File: src/rtl/pulse_window_counter_mc_if.sv
// Closed-window result stream, one beat per lane; out_peak exists only when PULSE_WIN_PEAK_EN is defined.
interface pulse_window_counter_mc_if #(
  parameter int LANE_W = 2,
`ifdef PULSE_WIN_PEAK_EN
  parameter int PEAK_W = 5,
`endif
  parameter int CNT_W  = 24
);
  logic              out_valid;
  logic              out_ready;
  logic [LANE_W-1:0] out_lane;
  logic [CNT_W-1:0]  out_count;
  logic              out_sat;
  logic [15:0]       out_win_id;
  logic              out_last;
`ifdef PULSE_WIN_PEAK_EN
  logic [PEAK_W-1:0] out_peak;

  modport master (output out_valid, out_lane, out_count, out_sat, out_win_id, out_last, out_peak,
                  input  out_ready);
  modport slave  (input  out_valid, out_lane, out_count, out_sat, out_win_id, out_last, out_peak,
                  output out_ready);
`else
  modport master (output out_valid, out_lane, out_count, out_sat, out_win_id, out_last,
                  input  out_ready);
  modport slave  (input  out_valid, out_lane, out_count, out_sat, out_win_id, out_last,
                  output out_ready);
`endif
endinterface

File: src/rtl/pulse_window_counter_mc.sv
// Multi-lane windowed pulse counter; results visible the cycle after close, stalled by out_ready, dropped when full.
// PULSE_WIN_PEAK_EN adds a per-lane peak per-cycle count to each result beat.
module pulse_window_counter_mc #(
  parameter int NUM_LANES  = 4,
  parameter int IN_W       = 5,
  parameter int CNT_W      = 24,
  parameter int WIN_W      = 24,
  parameter int FIFO_DEPTH = 4
) (
  input  logic                      clk,
  input  logic                      rst_n,
  input  logic                      in_valid_i,
  input  logic [NUM_LANES*IN_W-1:0] pulse_in_i,
  input  logic [WIN_W-1:0]          window_cycles_i,
  input  logic [1:0]                mode_i,
  input  logic                      count_enable_i,
  input  logic                      gate_i,
  output logic                      busy_o,
  output logic                      overflow_o,
  output logic [7:0]                drop_cnt_o,
  pulse_window_counter_mc_if.master res
);
  localparam int LANE_W = (NUM_LANES > 1) ? $clog2(NUM_LANES) : 1;
  localparam int PTR_W  = $clog2(FIFO_DEPTH);
  localparam int SUM_W  = ((CNT_W > IN_W) ? CNT_W : IN_W) + 1;
  localparam logic [CNT_W-1:0]  CNT_MAX  = '1;
  localparam logic [LANE_W-1:0] LAST_LN  = LANE_W'(NUM_LANES - 1);

  typedef enum logic [1:0] {IDLE, RUN, DONE} state_t;

  state_t               state_q;
  logic                 en_q, en_prev_q;
  logic [WIN_W-1:0]     win_cnt_q, win_last_q;
  logic [CNT_W-1:0]     acc_q [NUM_LANES];
  logic [NUM_LANES-1:0] sat_q;
  logic [15:0]          win_id_q;
  logic [PTR_W:0]       wr_ptr_q, rd_ptr_q;
  logic [LANE_W-1:0]    beat_q;
  logic                 overflow_q;
  logic [7:0]           drop_cnt_q;
  logic [CNT_W-1:0]     mem_cnt_q [FIFO_DEPTH][NUM_LANES];
  logic [NUM_LANES-1:0] mem_sat_q [FIFO_DEPTH];
  logic [15:0]          mem_id_q  [FIFO_DEPTH];

  logic                 rise, active, acc_en, close, push, pop, drop, fifo_full, fifo_empty;
  logic [WIN_W-1:0]     wc_last, cur_last;
  logic [PTR_W-1:0]     wr_idx, rd_idx;
  logic [SUM_W-1:0]     sum   [NUM_LANES];
  logic [CNT_W-1:0]     acc_d [NUM_LANES];
  logic [NUM_LANES-1:0] sat_d;

  assign rise     = en_q & ~en_prev_q;
  assign active   = (state_q == RUN && en_q) || (state_q == IDLE && rise);
  assign acc_en   = active & in_valid_i & ((mode_i != 2'd2) | gate_i);
  // A zero-length window behaves as length 1; the length is only picked up on a window's first cycle.
  assign wc_last  = (window_cycles_i == '0) ? '0 : window_cycles_i - WIN_W'(1);
  assign cur_last = (win_cnt_q == '0) ? wc_last : win_last_q;
  assign close    = active && (win_cnt_q == cur_last);

  assign wr_idx     = wr_ptr_q[PTR_W-1:0];
  assign rd_idx     = rd_ptr_q[PTR_W-1:0];
  assign fifo_empty = (wr_ptr_q == rd_ptr_q);
  assign fifo_full  = (wr_ptr_q[PTR_W] != rd_ptr_q[PTR_W]) && (wr_idx == rd_idx);
  assign pop        = !fifo_empty && res.out_ready && (beat_q == LAST_LN);
  // Popping the last beat frees a slot in the same cycle, so a coincident close is kept.
  assign push       = close && (!fifo_full || pop);
  assign drop       = close && !push;

  always_comb begin
    sat_d = sat_q;
    for (int l = 0; l < NUM_LANES; l++) begin
      sum[l] = SUM_W'(acc_q[l]);
      if (acc_en) sum[l] = sum[l] + SUM_W'(pulse_in_i[l*IN_W +: IN_W]);
      sat_d[l] = sat_q[l] | (sum[l] > SUM_W'(CNT_MAX));
      acc_d[l] = (sum[l] > SUM_W'(CNT_MAX)) ? CNT_MAX : sum[l][CNT_W-1:0];
    end
  end

  always_ff @(posedge clk or negedge rst_n) begin
    if (!rst_n) begin
      state_q    <= IDLE;
      en_q       <= 1'b0;
      en_prev_q  <= 1'b0;
      win_cnt_q  <= '0;
      win_last_q <= '0;
      sat_q      <= '0;
      win_id_q   <= '0;
      wr_ptr_q   <= '0;
      rd_ptr_q   <= '0;
      beat_q     <= '0;
      overflow_q <= 1'b0;
      drop_cnt_q <= '0;
      for (int l = 0; l < NUM_LANES; l++) acc_q[l] <= '0;
      for (int e = 0; e < FIFO_DEPTH; e++) begin
        mem_sat_q[e] <= '0;
        mem_id_q[e]  <= '0;
        for (int l = 0; l < NUM_LANES; l++) mem_cnt_q[e][l] <= '0;
      end
    end else begin
      en_q      <= count_enable_i;
      en_prev_q <= en_q;
      case (state_q)
        IDLE:    if (rise) state_q <= (close && mode_i == 2'd1) ? DONE : RUN;
        RUN:     if (!en_q) state_q <= IDLE;
                 else if (close && mode_i == 2'd1) state_q <= DONE;
        DONE:    if (!en_q) state_q <= IDLE;
        default: state_q <= IDLE;
      endcase
      win_cnt_q <= (active && !close) ? win_cnt_q + WIN_W'(1) : '0;
      if (active && win_cnt_q == '0) win_last_q <= wc_last;
      for (int l = 0; l < NUM_LANES; l++) acc_q[l] <= (active && !close) ? acc_d[l] : '0;
      sat_q <= (active && !close) ? sat_d : '0;
      if (close) win_id_q <= win_id_q + 16'd1;
      if (push) begin
        for (int l = 0; l < NUM_LANES; l++) mem_cnt_q[wr_idx][l] <= acc_d[l];
        mem_sat_q[wr_idx] <= sat_d;
        mem_id_q[wr_idx]  <= win_id_q;
        wr_ptr_q          <= wr_ptr_q + (PTR_W+1)'(1);
      end
      if (!fifo_empty && res.out_ready) beat_q <= pop ? '0 : beat_q + LANE_W'(1);
      if (pop) rd_ptr_q <= rd_ptr_q + (PTR_W+1)'(1);
      if (rise) begin
        overflow_q <= drop;
        drop_cnt_q <= drop ? 8'd1 : 8'd0;
      end else if (drop) begin
        overflow_q <= 1'b1;
        if (drop_cnt_q != 8'hFF) drop_cnt_q <= drop_cnt_q + 8'd1;
      end
    end
  end

  assign busy_o         = (state_q == RUN);
  assign overflow_o     = overflow_q;
  assign drop_cnt_o     = drop_cnt_q;
  assign res.out_valid  = !fifo_empty;
  assign res.out_lane   = beat_q;
  assign res.out_count  = mem_cnt_q[rd_idx][beat_q];
  assign res.out_sat    = mem_sat_q[rd_idx][beat_q];
  assign res.out_win_id = mem_id_q[rd_idx];
  assign res.out_last   = !fifo_empty && (beat_q == LAST_LN);

`ifdef PULSE_WIN_PEAK_EN
  logic [IN_W-1:0] peak_q     [NUM_LANES];
  logic [IN_W-1:0] peak_d     [NUM_LANES];
  logic [IN_W-1:0] mem_peak_q [FIFO_DEPTH][NUM_LANES];

  always_comb begin
    for (int l = 0; l < NUM_LANES; l++) begin
      peak_d[l] = peak_q[l];
      if (acc_en && pulse_in_i[l*IN_W +: IN_W] > peak_q[l]) peak_d[l] = pulse_in_i[l*IN_W +: IN_W];
    end
  end

  always_ff @(posedge clk or negedge rst_n) begin
    if (!rst_n) begin
      for (int l = 0; l < NUM_LANES; l++) peak_q[l] <= '0;
      for (int e = 0; e < FIFO_DEPTH; e++)
        for (int l = 0; l < NUM_LANES; l++) mem_peak_q[e][l] <= '0;
    end else begin
      for (int l = 0; l < NUM_LANES; l++) peak_q[l] <= (active && !close) ? peak_d[l] : '0;
      if (push)
        for (int l = 0; l < NUM_LANES; l++) mem_peak_q[wr_idx][l] <= peak_d[l];
    end
  end

  assign res.out_peak = mem_peak_q[rd_idx][beat_q];
`endif
endmodule

File: src/flat_wrapper.sv
// flat-port wrapper written by rule: the top's interface ports become plain ports
module pulse_window_counter_mc_flat 
#(
  parameter int NUM_LANES  = 4,
  parameter int IN_W       = 5,
  parameter int CNT_W      = 24,
  parameter int WIN_W      = 24,
  parameter int FIFO_DEPTH = 4
)
  (clk, rst_n, in_valid_i, pulse_in_i, window_cycles_i, mode_i, count_enable_i, gate_i, busy_o, overflow_o, drop_cnt_o, res_out_valid, res_out_lane, res_out_count, res_out_sat, res_out_win_id, res_out_last, res_out_ready);
  pulse_window_counter_mc_if #(.LANE_W(2), .CNT_W(CNT_W)) res_i ();
  input  logic clk;
  input  logic rst_n;
  input  logic in_valid_i;
  input  logic [NUM_LANES*IN_W-1:0] pulse_in_i;
  input  logic [WIN_W-1:0] window_cycles_i;
  input  logic [1:0] mode_i;
  input  logic count_enable_i;
  input  logic gate_i;
  output logic busy_o;
  output logic overflow_o;
  output logic [7:0] drop_cnt_o;
  output wire logic [$bits(res_i.out_valid)-1:0] res_out_valid;
  output wire logic [$bits(res_i.out_lane)-1:0] res_out_lane;
  output wire logic [$bits(res_i.out_count)-1:0] res_out_count;
  output wire logic [$bits(res_i.out_sat)-1:0] res_out_sat;
  output wire logic [$bits(res_i.out_win_id)-1:0] res_out_win_id;
  output wire logic [$bits(res_i.out_last)-1:0] res_out_last;
  input wire logic [$bits(res_i.out_ready)-1:0] res_out_ready;
  assign res_out_valid = res_i.out_valid;
  assign res_out_lane = res_i.out_lane;
  assign res_out_count = res_i.out_count;
  assign res_out_sat = res_i.out_sat;
  assign res_out_win_id = res_i.out_win_id;
  assign res_out_last = res_i.out_last;
  assign res_i.out_ready = res_out_ready;
  pulse_window_counter_mc #(.NUM_LANES(NUM_LANES), .IN_W(IN_W), .CNT_W(CNT_W), .WIN_W(WIN_W), .FIFO_DEPTH(FIFO_DEPTH)) u_core (.clk(clk), .rst_n(rst_n), .in_valid_i(in_valid_i), .pulse_in_i(pulse_in_i), .window_cycles_i(window_cycles_i), .mode_i(mode_i), .count_enable_i(count_enable_i), .gate_i(gate_i), .busy_o(busy_o), .overflow_o(overflow_o), .drop_cnt_o(drop_cnt_o), .res(res_i));
endmodule
File: config.mk
export PLATFORM = sky130hd
export DESIGN_NAME = pulse_window_counter_mc_flat
export DESIGN_NICKNAME = d
export VERILOG_FILES = /design/src/rtl/pulse_window_counter_mc_if.sv /design/src/rtl/pulse_window_counter_mc.sv /design/src/flat_wrapper.sv
export SDC_FILE = /design/constraint.sdc
export NUM_CORES = 1
export LEC_CHECK = 0
export ABC_AREA = 1
export BUFFER_PORTS_ARGS = -buffer_cell sky130_fd_sc_hd__buf_4
export CAP_MARGIN = 20
export CORE_AREA = 2 2 233 235
export CTS_CLUSTER_SIZE = 12
export DETAILED_ROUTE_END_ITERATION = 8
export DIE_AREA = 0 0 235 237
export MAX_ROUTING_LAYER = met4
export PLACE_DENSITY = 0.82
export RECOVER_POWER = 25
export SETUP_SLACK_MARGIN = 0.02
export SLEW_MARGIN = 5
export SYNTH_ARGS = -nofsm -noshare
export SYNTH_HDL_FRONTEND = slang
export SYNTH_SLANG_ARGS = --single-unit
export TNS_END_PERCENT = 5
File: constraint.sdc
create_clock -name clk -period 7.5 [get_ports clk]
set_clock_uncertainty 0.15 [all_clocks]
set_input_delay 1.125 -clock clk [delete_from_list [all_inputs] [get_ports clk]]
set_output_delay 1.125 -clock clk [all_outputs]
set_load 0.05 [all_outputs]
== After elaboration in Yosys (flattened, before gate mapping) ==
Cells that the tools add are included.

* Memories kept: 0
* Input bits: 52
* Output and inout bits: 55
* Bits in read-only memories: 0
* Bits in writable memories: 0
* Register bits: 649
* Latch bits: 0

* $lt $le $gt $ge: 9
* Add/subtract/negate cells: 11
* Mux-type cells: 61
* Reduce and logical (&&, ||, !) cells: 26
* Multipliers: 0
* Bitwise gates (word level): 12
* Shift-type cells: 0
* Equal/unequal tests: 13
* Divide/modulo/power cells: 0

{| class="wikitable"
|+ Operators by type and width
! cell !! number
|-
| bitwise mux 384 bit || 4
|-
| demux 96 bit (select 2 bit) || 4
|-
| two-way mux 24 bit || 14
|-
| two-way mux 96 bit || 3
|-
| binary-select mux 96 bit (select 2 bit) || 1
|-
| adder 24 x 5 -> 25 bit || 4
|-
| greater-than comparator 25 x 24 -> 1 bit (second input constant) || 4
|-
| two-way mux 25 bit || 4
|-
| two-way mux 72 bit || 1
|-
| bitwise mux 64 bit || 1
|-
| binary-select mux 24 bit (select 2 bit) || 1
|-
| logical NOT 24 bit || 2
|-
| two-way mux 16 bit || 3
|-
| two-way mux 48 bit || 1
|-
| binary-select mux 16 bit (select 2 bit) || 1
|-
| demux 16 bit (select 2 bit) || 1
|-
| adder 24 x 1 -> 24 bit (second input constant) || 1
|-
| == test 24 bit || 1
|-
| two-way mux 8 bit || 3
|-
| subtractor 24 x 1 -> 24 bit (second input constant) || 1
|-
| adder 16 x 1 -> 16 bit (second input constant) || 1
|-
| bitwise mux 16 bit || 1
|-
| two-way mux 4 bit || 4
|-
| logical AND 1 bit || 13
|-
| 31 further kinds || 58
|}

== Logic depth before layout (Yosys ltp) ==
* Depth after elaboration: 13
* Gate-level depth with buffers: 24
* Depth with buffers taken out: 21

== Least setup slack after synthesis ==
No wires, ideal clock.

* Path kind: input to register
* From: input pulse_in_i[0]
* To: register, netlist name u_core.mem_cnt_q[264]
* Path buffers: 2
* Stages on the path: 18
* Path slack: 3,707 ps
* Library setup time: 66 ps
* Arrival time: 3,577 ps
* Path through: ha_1 > inv_1 > fa_1 > o21ai_0 > nand2_1 > nand2_1 > nand2_1 > inv_1 > nand2_1 > nor3_2 > inv_1 > nor4_2 > inv_1 > buf_2 > buf_2 > nand2_1 > nand3_1 > nand2_1

* Word-level cells in the longest chain between the ends: 8

{| class="wikitable"
|+ Ends and longest elaborated chain
! item !! line !! RTL
|-
| start: declaration || flat_wrapper.sv:15 || <nowiki>input logic [NUM_LANES*IN_W-1:0] pulse_in_i;</nowiki>
|-
| adder 24 x 5 -> 25 bit * || pulse_window_counter_mc.sv:73 || <nowiki>if (acc_en) sum[l] = sum[l] + SUM_W'(pulse_in_i[l*IN_W +: IN_W]);</nowiki>
|-
| two-way mux 25 bit * || pulse_window_counter_mc.sv:73 ||
|-
| greater-than comparator 25 x 24 -> 1 bit || pulse_window_counter_mc.sv:75 || <nowiki>acc_d[l] = (sum[l] > SUM_W'(CNT_MAX)) ? CNT_MAX : sum[l][CNT_W-1:0];</nowiki>
|-
| two-way mux 24 bit * || pulse_window_counter_mc.sv:75 ||
|-
| bitwise mux 384 bit * (4 in series) || pulse_window_counter_mc.sv:115 || <nowiki>for (int l = 0; l < NUM_LANES; l++) mem_cnt_q[wr_idx][l] <= acc_d[l];</nowiki>
|}

Every way passes the cells marked *; elsewhere a longest branch is shown, timed or not.
A chain may end at the register's enable or synchronous reset.

== Worst setup path in the final report ==
* From: register u_core.rd_ptr_q[1]
* To: output res_out_count[2]

* Word-level cells in the longest chain between the ends: 7

{| class="wikitable"
|+ Ends and longest elaborated chain
! item !! line !! RTL
|-
| start: declaration || pulse_window_counter_mc.sv:37 || <nowiki>logic [PTR_W:0] wr_ptr_q, rd_ptr_q;</nowiki>
|-
| start signal: assignment || pulse_window_counter_mc.sv:121 || <nowiki>if (pop) rd_ptr_q <= rd_ptr_q + (PTR_W+1)'(1);</nowiki>
|-
| inverter 2 -> 3 bit (implied by the code) || pulse_window_counter_mc.sv:137 || <nowiki>assign res.out_count = mem_cnt_q[rd_idx][beat_q];</nowiki>
|-
| binary-select mux 96 bit (select 2 bit) || pulse_window_counter_mc.sv:137 ||
|-
| two-way mux 96 bit (implied by the code) (2 in series) || pulse_window_counter_mc.sv:137 ||
|-
| binary-select mux 24 bit (select 2 bit) || pulse_window_counter_mc.sv:137 ||
|-
| two-way mux 24 bit (implied by the code) (2 in series) || pulse_window_counter_mc.sv:137 ||
|-
| end: declaration || flat_wrapper.sv:25 || <nowiki>output wire logic [$bits(res_i.out_count)-1:0] res_out_count;</nowiki>
|}

Every way passes these cells. The select of a mux whose other input is x is not followed.

==> results by group <==
Status
  – Outcome: finished, violations left
  – Failing checks: max-capacitance violations, max-slew violations

Clocking
  – CTS buffer count: 70
  – CTS clk-pin slew, worst paths: around 60 ps
  – CTS max path bufs: 3
  – Postcts setup bufs: 0
  – Hold buffers post-CTS: 0
  – Post-CTS sizing: 0
  – CTS tree: yes
  – Num Clock Sinks: 649
  – Worst-Skew Late Latency: 610 ps
  – H-Tree Depth: 3
  – Clk Tree Root Cell: clkbuf_16

Pwr
  – Switching Share: 0.402
  – Power after layout: roughly 0.011 W
  – Flop pwr share: 0.341
  – Leak: 19.5 nW
  – Clock power share: 0.301
  – Switching Power: approximately 0.0045 W
  – Internal: 0.00666 W
  – Cell Pwr Density: 300 nW/um^2
  – Peak VDD IR: ~330 uV
  – Combinational share of power: 0.357

Setup path
  – Crit. Startpoint: u_core.rd_ptr_q[1]$_DFFE_PN0P_
  – RR Startpoint: u_core.win_cnt_q[0]$_DFF_PN0_
  – Critical Path RT: around 6200 ps
  – CP arrival: 4400 ps
  – FF-to-FF setup slack: roughly 2000 ps
  – Crit path kind: reg2out
  – Crit path capture type: primary output
  – Critical Path Source Type: flop
  – Crit Path Max Fanout: 74

Floorplan
  – Die height: between 200 and 250 um
  – Rows: 85
  – Core Footprint: 53300 um^2
  – DIE AREA: 55700 um^2
  – I/O pins: roughly 110
  – Die width: 235 um
  – Starting Density: 0.643

Detailed routing
  – Drt wl/cell: 19.2 um
  – DRT Pass-1 Iters: 9
  – Number of DRC markers in iteration 0: ~3.7k
  – Mean number of vias per cell: roughly 6.2
  – Final wirelength: 98900 um
  – Via Count: roughly 32k
  – DRT antenna net count: 0
  – DRC: 0

STA
  – Final setup vio count: 0
  – Fin. max-slew vios: 203
  – Worst-Margin Slew: approximately 3700 ps
  – Rel. slew slack: -1.48
  – Hold Vio Cnt, Final: 0
  – Final min period: 5680 ps
  – RSZ-0062 raised after global routing: no
  – Final period utilization: 0.757
  – Fmax: 176 MHz
  – Setup TNS: 0 ps

Final layout
  – Area Overhead vs Synth: 8.30%
  – Most frequent cells in the layout: nand2_1 (1421), nand3_1 (647), dfrtp_1 (646)
  – Layout cell share with drive strength beyond 1: 0.0642
  – Most common cell after layout, fill and taps aside: nand2_1
  – Nets: around 4.5k
  – Ant diodes: 0

Place
  – Routability cong.: between 0.9 and 1
  – HPWL after DPL: around 58000 um
  – Port Buffers: ~110

Global route
  – First-pass GRT wire length: 161000 um
  – Total GRT Usage: 0.367
  – Pin count of the biggest net entering global routing: around 240
  – Vias in the first global route: approximately 30k
  – Initial antenna violation count: 0
  – Total grt overflow: 0

Logic synthesis
  – Post-synthesis sequential area ratio: 0.474
  – Post-synthesis async set-or-reset flop share: 1.00
  – Yosys Warn Count: 0
  – Number of flops mapped to enable cells by yosys: 0
  – Number of synthesized register bits: approximately 650
  – Most used DFF post-synth: dfrtp_1
  – Synth Cell Area: between 30000 and 40000 um^2
  – Unique masters post-synth: 42
  – Mapped Nets: approximately 4.6k
  – Mapped Cells: between 4k and 5k
  – Synth Area per Inst: between 7 and 8 um^2

Flow run
  – Max-cap viol count: 2

Min path
  – Min-delay src: u_core.en_q$_DFF_PN0_
  – Hold Crit Class: reg2reg
[path summary, 6_finish.rpt]
path                            cells after the start                           endpoint
worst max-delay path                                7                   res_out_count[2]
worst min-delay path                                0         u_core.en_prev_q$_DFF_PN0_
worst max register to register                     18  u_core.mem_cnt_q[270]$_DFFE_PN0P_
worst min register to register                      0         u_core.en_prev_q$_DFF_PN0_
max in group asynchronous                           2    u_core.mem_id_q[44]$_DFFE_PN0P_
min in group asynchronous                           1   u_core.mem_cnt_q[66]$_DFFE_PN0P_
[cell type report]
cell class | instances | area, um^2
Clock inverter | 12 | 129
Clock buffer | 102 | 2050
Timing Repair Buffer | 142 | 1130
Fill cell | 4321 | 16200
Tap cell | 696 | 871
Sequential cell | 649 | 16200
Inverter | 200 | 757
Multi-Input combinational cell | 3351 | 15900
[layer usage]
metal	global-route usage	vias up	part of all wire	wire length [um]
met1	0.485	15300	0.40	39600
li1	-	14600	-	-
met4	0.162	0	0.042	4120
met3	0.0512	273	0.091	8960
met2	0.570	1689	0.47	46200
met5	-	-	0	0
[registers in the layout, summed over array words and instances (netlist names), 4 cells and up]
register           cells
u_core.win_last_q     24
u_core.drop_cnt_o      8
u_core.mem_id_q       64
u_core.mem_sat_q      16
u_core.win_id_q       16
u_core.win_cnt_q      24
u_core.mem_cnt_q     384
u_core.acc_q          96
u_core.sat_q           4
[logic make-up after synthesis]
group | after synthesis | share of synthesized area
AOI/OAI and AO/OA | 554 | 0.0932
DFF | 649 | 0.474
muxes | 5 | 0.00146
buffers and inverters | 506 | 0.0637
adders and majority gates | 36 | 0.0140
xor gates and xnor gates | 115 | 0.0294
and+or+nand+nor | 2641 | 0.324
[power groups by stage]
stage	sequential (W)	clock (W)	combinational, W
4_1_cts	0.00379	0.00338	0.00393
6_report	0.00380	0.00336	0.00398
3_3_place_gp	0.00385	0	0.00387
2_1_floorplan	0.00373	0	0.00272
5_1_grt	0.00381	0.00352	0.00426
3_5_place_dp	0.00386	0	0.00391
[cell usage after synthesis, types with 10 or more instances]
library cell  number  area, um^2
xor2_1            85         744
o211ai_1          27         203
nor4_1            10        62.6
nand4_1           53         332
buf_2             37         185
o221ai_1          73         639
dfrtp_1          649       16200
xnor2_1           30         263
a21oi_1          106         531
nand3_1          648        3240
nor2_1           424        1590
buf_1             10        37.5
clkbuf_1         205         769
buf_4             45         338
inv_1            189         709
nand2_1         1425        5350
o21ai_0          299        1500
o22ai_1           44         275
nor3_1            41         205
ha_1              32         400
[metrics by stage]
step           cell area, um^2  instances  hold WS [ps]  utilization  setup slack (ps)
2_1_floorplan            34300       4506           245            -              3710
3_3_place_gp             35000       5038           270        0.656              1840
5_1_grt                  37100       5152           300        0.696              1710
4_1_cts                  37100       5152           286        0.697              1950
6_report                 37100       5152           283        0.696              1820
3_5_place_dp             35000       5038           272        0.656              1720
[critical path: stages, from the launching register on]
cell,delay [ps]
dfrtp_4,1010
clkinv_2,930
buf_4,720
o21ai_0,220
o221ai_1,310
o211ai_1,210
nand2_1,130
buf_4,210
(Power assumes the default switching activity.)
